===== src/rtl/apb_master.sv =====
// apb_master: turns single user commands into APB3 SETUP/ACCESS transfers
// with a bounded ACCESS wait window and a one-cycle response pulse.
// Latency: accept in cycle 0, SETUP cycle 1, ACCESS cycle 2, rsp_valid in
// cycle 3 for a zero-wait slave; every wait state adds one cycle.
// Backpressure: cmd_ready is high in IDLE and on the final ACCESS cycle,
// so a held cmd_valid chains transfers with no idle cycle between them.
//
// Ports:
//   pclk, preset_n                   clock; asynchronous active-high reset
//   cmd_valid/cmd_ready              command handshake
//   cmd_write/cmd_addr/cmd_wdata     command payload
//   rsp_valid/rsp_rdata/rsp_error/rsp_timeout   completion report
//   psel/penable/pwrite/paddr/pwdata APB requester outputs
//   pready/pslverr/prdata            APB completer inputs
module apb_master #(
  parameter int ADDR_WIDTH = 8,
  parameter int DATA_WIDTH = 32,
  parameter int TIMEOUT    = 15   // legal range 1..255
) (
  input  logic                  pclk,
  input  logic                  preset_n,
  // command side
  input  logic                  cmd_valid,
  output logic                  cmd_ready,
  input  logic                  cmd_write,
  input  logic [ADDR_WIDTH-1:0] cmd_addr,
  input  logic [DATA_WIDTH-1:0] cmd_wdata,
  // response side
  output logic                  rsp_valid,
  output logic [DATA_WIDTH-1:0] rsp_rdata,
  output logic                  rsp_error,
  output logic                  rsp_timeout,
  // APB side
  output logic                  psel,
  output logic                  penable,
  output logic                  pwrite,
  output logic [ADDR_WIDTH-1:0] paddr,
  output logic [DATA_WIDTH-1:0] pwdata,
  input  logic                  pready,
  input  logic                  pslverr,
  input  logic [DATA_WIDTH-1:0] prdata
);

  typedef enum logic [1:0] {
    IDLE   = 2'd0,
    SETUP  = 2'd1,
    ACCESS = 2'd2
  } state_t;

  localparam logic [7:0] TIMEOUT_CNT = 8'(TIMEOUT);

  state_t     state_q;
  state_t     state_d;
  logic [7:0] wait_cnt;
  logic       xfer_done;   // completer answered this cycle
  logic       xfer_tmo;    // wait budget exhausted this cycle
  logic       accept;

  // Completion wins over timeout: pready=1 on the last allowed wait cycle
  // still finishes the transfer normally.
  always_comb begin
    xfer_done = 1'b0;
    xfer_tmo  = 1'b0;
    if (state_q == ACCESS) begin
      xfer_done = pready;
      xfer_tmo  = !pready && (wait_cnt == TIMEOUT_CNT);
    end
  end

  // Next-state and control outputs. cmd_ready is deliberately combinational
  // on pready so the next command can be taken on the completion edge.
  always_comb begin
    state_d   = state_q;
    cmd_ready = 1'b0;
    psel      = 1'b0;
    penable   = 1'b0;
    case (state_q)
      IDLE: begin
        cmd_ready = 1'b1;
        if (cmd_valid) state_d = SETUP;
      end
      SETUP: begin
        psel    = 1'b1;
        state_d = ACCESS;
      end
      ACCESS: begin
        psel    = 1'b1;
        penable = 1'b1;
        if (xfer_done || xfer_tmo) begin
          cmd_ready = 1'b1;
          state_d   = cmd_valid ? SETUP : IDLE;
        end
      end
      default: begin
        state_d = IDLE;
      end
    endcase
  end

  assign accept = cmd_valid && cmd_ready;

  always_ff @(posedge pclk or posedge preset_n) begin
    if (preset_n) begin
      state_q     <= IDLE;
      paddr       <= '0;
      pwrite      <= 1'b0;
      pwdata      <= '0;
      wait_cnt    <= 8'd0;
      rsp_valid   <= 1'b0;
      rsp_rdata   <= '0;
      rsp_error   <= 1'b0;
      rsp_timeout <= 1'b0;
    end else begin
      state_q <= state_d;

      // Address/data only move on an accepted command, so they stay stable
      // through SETUP/ACCESS and keep the last values while idle.
      if (accept) begin
        paddr  <= cmd_addr;
        pwrite <= cmd_write;
        pwdata <= cmd_wdata;
      end

      // SETUP always precedes ACCESS, so clearing here zeroes the count on
      // ACCESS entry; it never passes TIMEOUT because that aborts first.
      if (state_q == SETUP) begin
        wait_cnt <= 8'd0;
      end else if ((state_q == ACCESS) && !pready && !xfer_tmo) begin
        wait_cnt <= wait_cnt + 8'd1;
      end

      rsp_valid <= xfer_done || xfer_tmo;
      if (xfer_done) begin
        rsp_error   <= pslverr;
        rsp_timeout <= 1'b0;
        rsp_rdata   <= pwrite ? '0 : prdata;
      end else if (xfer_tmo) begin
        rsp_error   <= 1'b1;
        rsp_timeout <= 1'b1;
        rsp_rdata   <= '0;
      end
    end
  end

endmodule


===== config.mk =====
export PLATFORM = sky130hd
export DESIGN_NAME = apb_master
export DESIGN_NICKNAME = d
export VERILOG_FILES = /design/src/rtl/apb_master.sv
export SDC_FILE = /design/constraint.sdc
export NUM_CORES = 1
export LEC_CHECK = 0
export BUFFER_PORTS_ARGS = -buffer_cell sky130_fd_sc_hd__clkbuf_2
export CAP_MARGIN = 20
export CORE_MARGIN = 10
export CORE_UTILIZATION = 50
export DETAILED_ROUTE_END_ITERATION = 6
export PLACE_DENSITY_LB_ADDON = 0.15
export SETUP_SLACK_MARGIN = 0.2
export SLEW_MARGIN = 30
export SYNTH_ARGS = -nofsm -noshare
export SYNTH_HDL_FRONTEND = slang
export SYNTH_SLANG_ARGS = --single-unit

===== constraint.sdc =====
create_clock -name pclk -period 8.37 [get_ports pclk]
set_input_delay 1.674 -clock pclk [delete_from_list [all_inputs] [get_ports pclk]]
set_output_delay 1.674 -clock pclk [all_outputs]
set_load 0.01 [all_outputs]

# [Yosys cells after proc, flatten, opt, wreduce, memory -nomap -nowiden]
# Cells that the tools add are included.
[totals] input_bits=78 regBits=86 output_inout_bits=79
[classes] eq_ne=5 mux=18 reduce_logical=12 add_sub_neg=1
[ops] operator="$mux W32" count=3
[ops] operator="$mux W8" count=2
[ops] operator="$mux W1" count=9
[ops] operator="$add A8 B1 Y8 const B" count=1
[ops] operator="$eq A8 B4 Y1 const B" count=1
[ops] operator="$pmux W2 S3" count=1
[ops] operator="$logic_and A1 B1 Y1" count=4
[ops] operator="$mux W2" count=2
[ops] operator="$reduce_bool A2 Y1" count=2
[ops] operator="$eq A2 B1 Y1 const B" count=1
[ops] operator="$eq A2 B2 Y1 const B" count=1
[ops] operator="$logic_not A1 Y1" count=2
[ops] operator="$logic_not A2 Y1" count=1
[ops] operator="$ne A2 B1 Y1 const B" count=1
[ops] operator="$ne A2 B2 Y1 const B" count=1
[ops] operator="$pmux W1 S2" count=1
[ops] operator="$reduce_and A2 Y1" count=1
[ops] operator="$reduce_or A2 Y1" count=1
[ops] operator="$logic_or A1 B1 Y1" count=1

# [Logic depth before layout (Yosys ltp)]
[logic_depth] depth_word=7 depth_mapped=8 depth_no_buf=6

# [Worst setup path before layout]
# No wires, ideal clock.
[synth_path] path_kind="input-to-output" start="input port pready" end="output port cmd_ready" n_path_buf=0 t_arrival_ps=2005 slack_ps=4691 required_time_ps=6696 stages=2 path_cell_list="a21oi_1 o31ai_4"
[synth_via] elab_chain_cells=6 elab_cells_between_ends=7 cone_classes="4 x mux; 3 x reduce/logical"
[synth_rtl] item="start: declaration" line_no="39" rtl="input logic pready,"
[synth_rtl] item="$logic_not A1 Y1" line_no="66" rtl="xfer_tmo = !pready && (wait_cnt == TIMEOUT_CNT);"
[synth_rtl] item="$logic_and A1 B1 Y1" line_no="66"
[synth_rtl] item="$mux W1" line_no="64" rtl="if (state_q == ACCESS) begin"
[synth_rtl] item="$logic_or A1 B1 Y1 *" line_no="89" rtl="if (xfer_done || xfer_tmo) begin"
[synth_rtl] item="$mux W1 *" line_no="89"
[synth_rtl] item="$pmux W1 S2 *" line_no="77" rtl="case (state_q)"
[synth_rtl] item="end: declaration" line_no="24" rtl="output logic cmd_ready,"
# Mark *: on every way between the ends. The rest lies on a longest branch, timed or not.

# [Worst setup path after layout]
# Same ends and word-level chain as after synthesis.

==> metrics.csv <==
stage;metric;value;unit
outcome;outcome;finished, final reports clean;
job;max-cap violations;0;
placed_design;gpl congestion;0.7280;
setup_path;kind of critical path;in -> out;
grt;GR Util met2;0.2477;
die;chip height;103.5;um
setup_path;Worst setup EP type;output port;
setup_path;Slowest cell on crit path;a21oi_1;
die;IO Pins;157;
clocking;Reg clk slew, reported paths;0.09;ns
power;switching pwr;0.5853;mW
logic_synthesis;Warnings, synthesis;0;
clocking;hold_buf cts;0;
clocking;post-CTS sizing;0;
sta;Worst Max-Slew Pin Slew;0.7532;ns
sta;Tcrit/Tclk final;0.4789;
logic_synthesis;number of flops mapped to enable cells by yosys;0;
grt;met1 global-route usage;0.1999;
grt;overall routing resource usage;0.1601;
cells_and_area;Area Growth Syn to Fin;31.07;%
sta;final setup fails;0;
grt;busiest grt layer;met2;
grt;initial antenna violation count;0;
logic_synthesis;post-synthesis sequential area ratio;0.6172;
sta;worst relative slew slack;0.4978;
placed_design;placed wire-length estimate;6401;um
sta;setup_tns;0;ns
clocking;CTS tree;built;
power;Leakage;2.467;nW
sta;Max Fclk;0.2495;GHz
logic_synthesis;post-synth cell types;31;
logic_synthesis;Yosys top cell area share;0.6172;
logic_synthesis;Syn Inst Count;226;
logic_synthesis;most frequent cell after synthesis;dfrtp_1;
setup_path;Critical Path Source Type;input port;
routing;total iterations of the first detailed-routing run;4;
clocking;setup bufs post-CTS;0;
cells_and_area;utilization after layout;0.6727;
logic_synthesis;Post-Syn Nets;309;
setup_path;CP top delay family;compound AO/OA/AOI/OAI gates;
routing;routed wire length;8605;um
die;cell row count;30;
setup_path;CP Launch Point;pready;
setup_path;RR Endpoint;pwdata[25];
die;die area;10710;sq um
cells_and_area;FILL cells;523;
power;combinational group share of total power;0.413;
setup_path;r2r startpoint;state_q[0];
power;Pwr Total;1.728;mW
logic_synthesis;ys flop type;dfrtp_1;
clocking;clock root buffer;clkbuf_8;
setup_path;FF-to-FF path depth;7;
sta;Slew Limit Fails;0;
setup_path;Arr. time, crit path;2.33;ns
logic_synthesis;Seq cells post-synth;86;
routing;Vias;2451;
worst_hold_path;Worst Hold Class;reg -> reg;
cells_and_area;ANT cells;0;
clocking;clock buffer count from CTS;9;
grt;met3 Track Usage GR;0.06010;
routing;DRC viols;0;
power;pwr dens;378.0;nW/um^2
logic_synthesis;Post-synth ARST share;1.000;
power;Sw Ratio;0.3388;
power;Internal Power;1.142;mW
routing;Vias per Instance;5.043;
clocking;CTS H-tree lvls;3;
routing;WL/cell;17.71;um
power;Clk pwr share;0.176;
grt;vias in the first global route;2673;
logic_synthesis;Yosys top cell by area;dfrtp_1;
sta;Final min period;4.008;ns
grt;total global routing overflow;0;
cells_and_area;ratio of cells with drive above 1 in the final layout;0.5769;
sta;Setup Skew;0.01082;ns
placed_design;PortBufs;156;
power;Peak VDD IR;173.2;uV
clocking;Worst-Skew Late Latency;0.34;ns
power;sequential share of power;0.410;
cells_and_area;Nets;468;
sta;Fin. Hold Viols;0;
setup_path;CP peak stage delay;0.26;ns
die;Starting Density;0.5133;
grt;pin count of the biggest net entering global routing;87;
clocking;Max clock buf depth;2;
setup_path;flop2flop setup slack;5.74;ns
logic_synthesis;most common library cells after synthesis;86 x dfrtp_1, 40 x mux2_4, 32 x a22o_1;
logic_synthesis;synthesized area per cell;15.43;sq um
logic_synthesis;cell area after synthesis;3487;sq um
setup_path;crit path to;cmd_ready;
routing;initial DRC count;105;
setup_path;Cell Chain, Critical Path;clkbuf_2 -> a21oi_1 -> o31ai_4 -> clkbuf_2;
sta;RSZ-0062 raised after global routing;false;
grt;global-route wire length before repair;14190;um
die;die width;103.5;um
setup_path;crit path buf inv count;2;
clocking;Clock Sinks;86;
die;core area;6794;sq um
setup_path;worst-path maximum fanout;6;
logic_synthesis;synth top area cells;dfrtp_1 62%, mux2_4 17%, a22o_1 8.0%, ha_1 1.8%, buf_6 1.3%;
setup_path;WP depth;4;
setup_path;Crit path required time;6.70;ns
routing;post-route ant nets;0;
setup_path;CP dominant cell by count;clkbuf_2;
cell usage in the layout (no fill, tap or decap), types with 2 or more instances in the layout:
cell type and n:
nand2_1 4, xnor2_1 4, mux2_2 2, inv_1 5, buf_4 3, ha_1 5, a21oi_1 7, nor3_1 2
clkbuf_2 156, clkbuf_8 11, nand3_1 2, mux2_4 40, dfrtp_1 86, a22o_1 32, nor2_1 6, clkinv_4 2
o21ai_0 2, inv_6 2
layer usage:
layer / up-vias / wire length, um / part of all wire
li1: 1142 / - / -
met1: 1202 / 3782 / 0.44
met2: 97 / 3993 / 0.46
met3: 10 / 721 / 0.084
met4: 0 / 108 / 0.013
met5: - / 0 / 0
registers in the layout, summed over array words and instances, names as in the netlist:
signal,flops
rsp_error,1
wait_cnt,8
pwdata,32
rsp_timeout,1
state_q,2
paddr,8
rsp_valid,1
pwrite,1
rsp_rdata,32
stage by stage:
step	cells	setup WS (ns)	cell area [sq um]	hold slack, ns
6_report	486	4.362	4571	0.5085
5_1_grt	486	4.288	4571	0.5232
4_1_cts	486	4.354	4571	0.5149
3_5_place_dp	470	4.376	4354	0.4896
3_3_place_gp	470	4.396	4350	0.4886
2_1_floorplan	226	4.474	3487	0.4827
power groups by stage:
stage          combinational (mW)  clock, mW  sequential, mW
3_3_place_gp                0.716          0           0.706
4_1_cts                     0.730      0.314           0.708
3_5_place_dp                0.728          0           0.711
5_1_grt                     0.773      0.335           0.734
6_report                    0.714      0.304           0.709
2_1_floorplan               0.369          0           0.788
worst reg2reg max path: stages, from the launching register on:
cell	delay, ns
dfrtp_1	0.38
inv_1	0.08
ha_1	0.32
a21oi_1	0.28
o31ai_4	0.12
nand2_2	0.46
buf_4	0.51
mux2_4	0.36
cell families (layout without fill, tap and decap cells):
| kind of cell | count (synthesis) | in the layout | share of synthesized area |
|---|---|---|---|
| flops | 86 | 86 | 0.6171 |
| compound gates | 48 | 48 | 0.1127 |
| mux | 43 | 43 | 0.1816 |
| simple gates | 22 | 22 | 0.03266 |
| buf+inv | 18 | 182 | 0.02799 |
| fa+ha+maj | 5 | 5 | 0.01794 |
| xor+xnor | 4 | 4 | 0.01005 |
worst min-delay path by stage:
stage / start / endpoint / slack, ns / cells after the start
after global placement: rsp_rdata[27] / rsp_rdata[27] / 0.49 / 1
after global routing: rsp_rdata[25] / rsp_rdata[25] / 0.52 / 1
final: rsp_rdata[0] / rsp_rdata[0] / 0.51 / 1
after detailed placement: rsp_rdata[12] / rsp_rdata[12] / 0.49 / 1
after floorplan: wait_cnt[2] / wait_cnt[2] / 0.48 / 1
after CTS: rsp_rdata[0] / rsp_rdata[0] / 0.51 / 1
area by class of cell:
cell class	instances	area [sq um]	share of cell area
flip-flops and latches	86	2152	0.4708
multi-input cells	122	1244	0.2721
repair buffers	160	814.5	0.1782
clock buffers	11	151.4	0.03312
well taps	96	120.1	0.02628
clock inverters	5	65.06	0.01423
inverters	6	23.77	0.005201
Note: power is estimated with default switching activity, not from simulation.
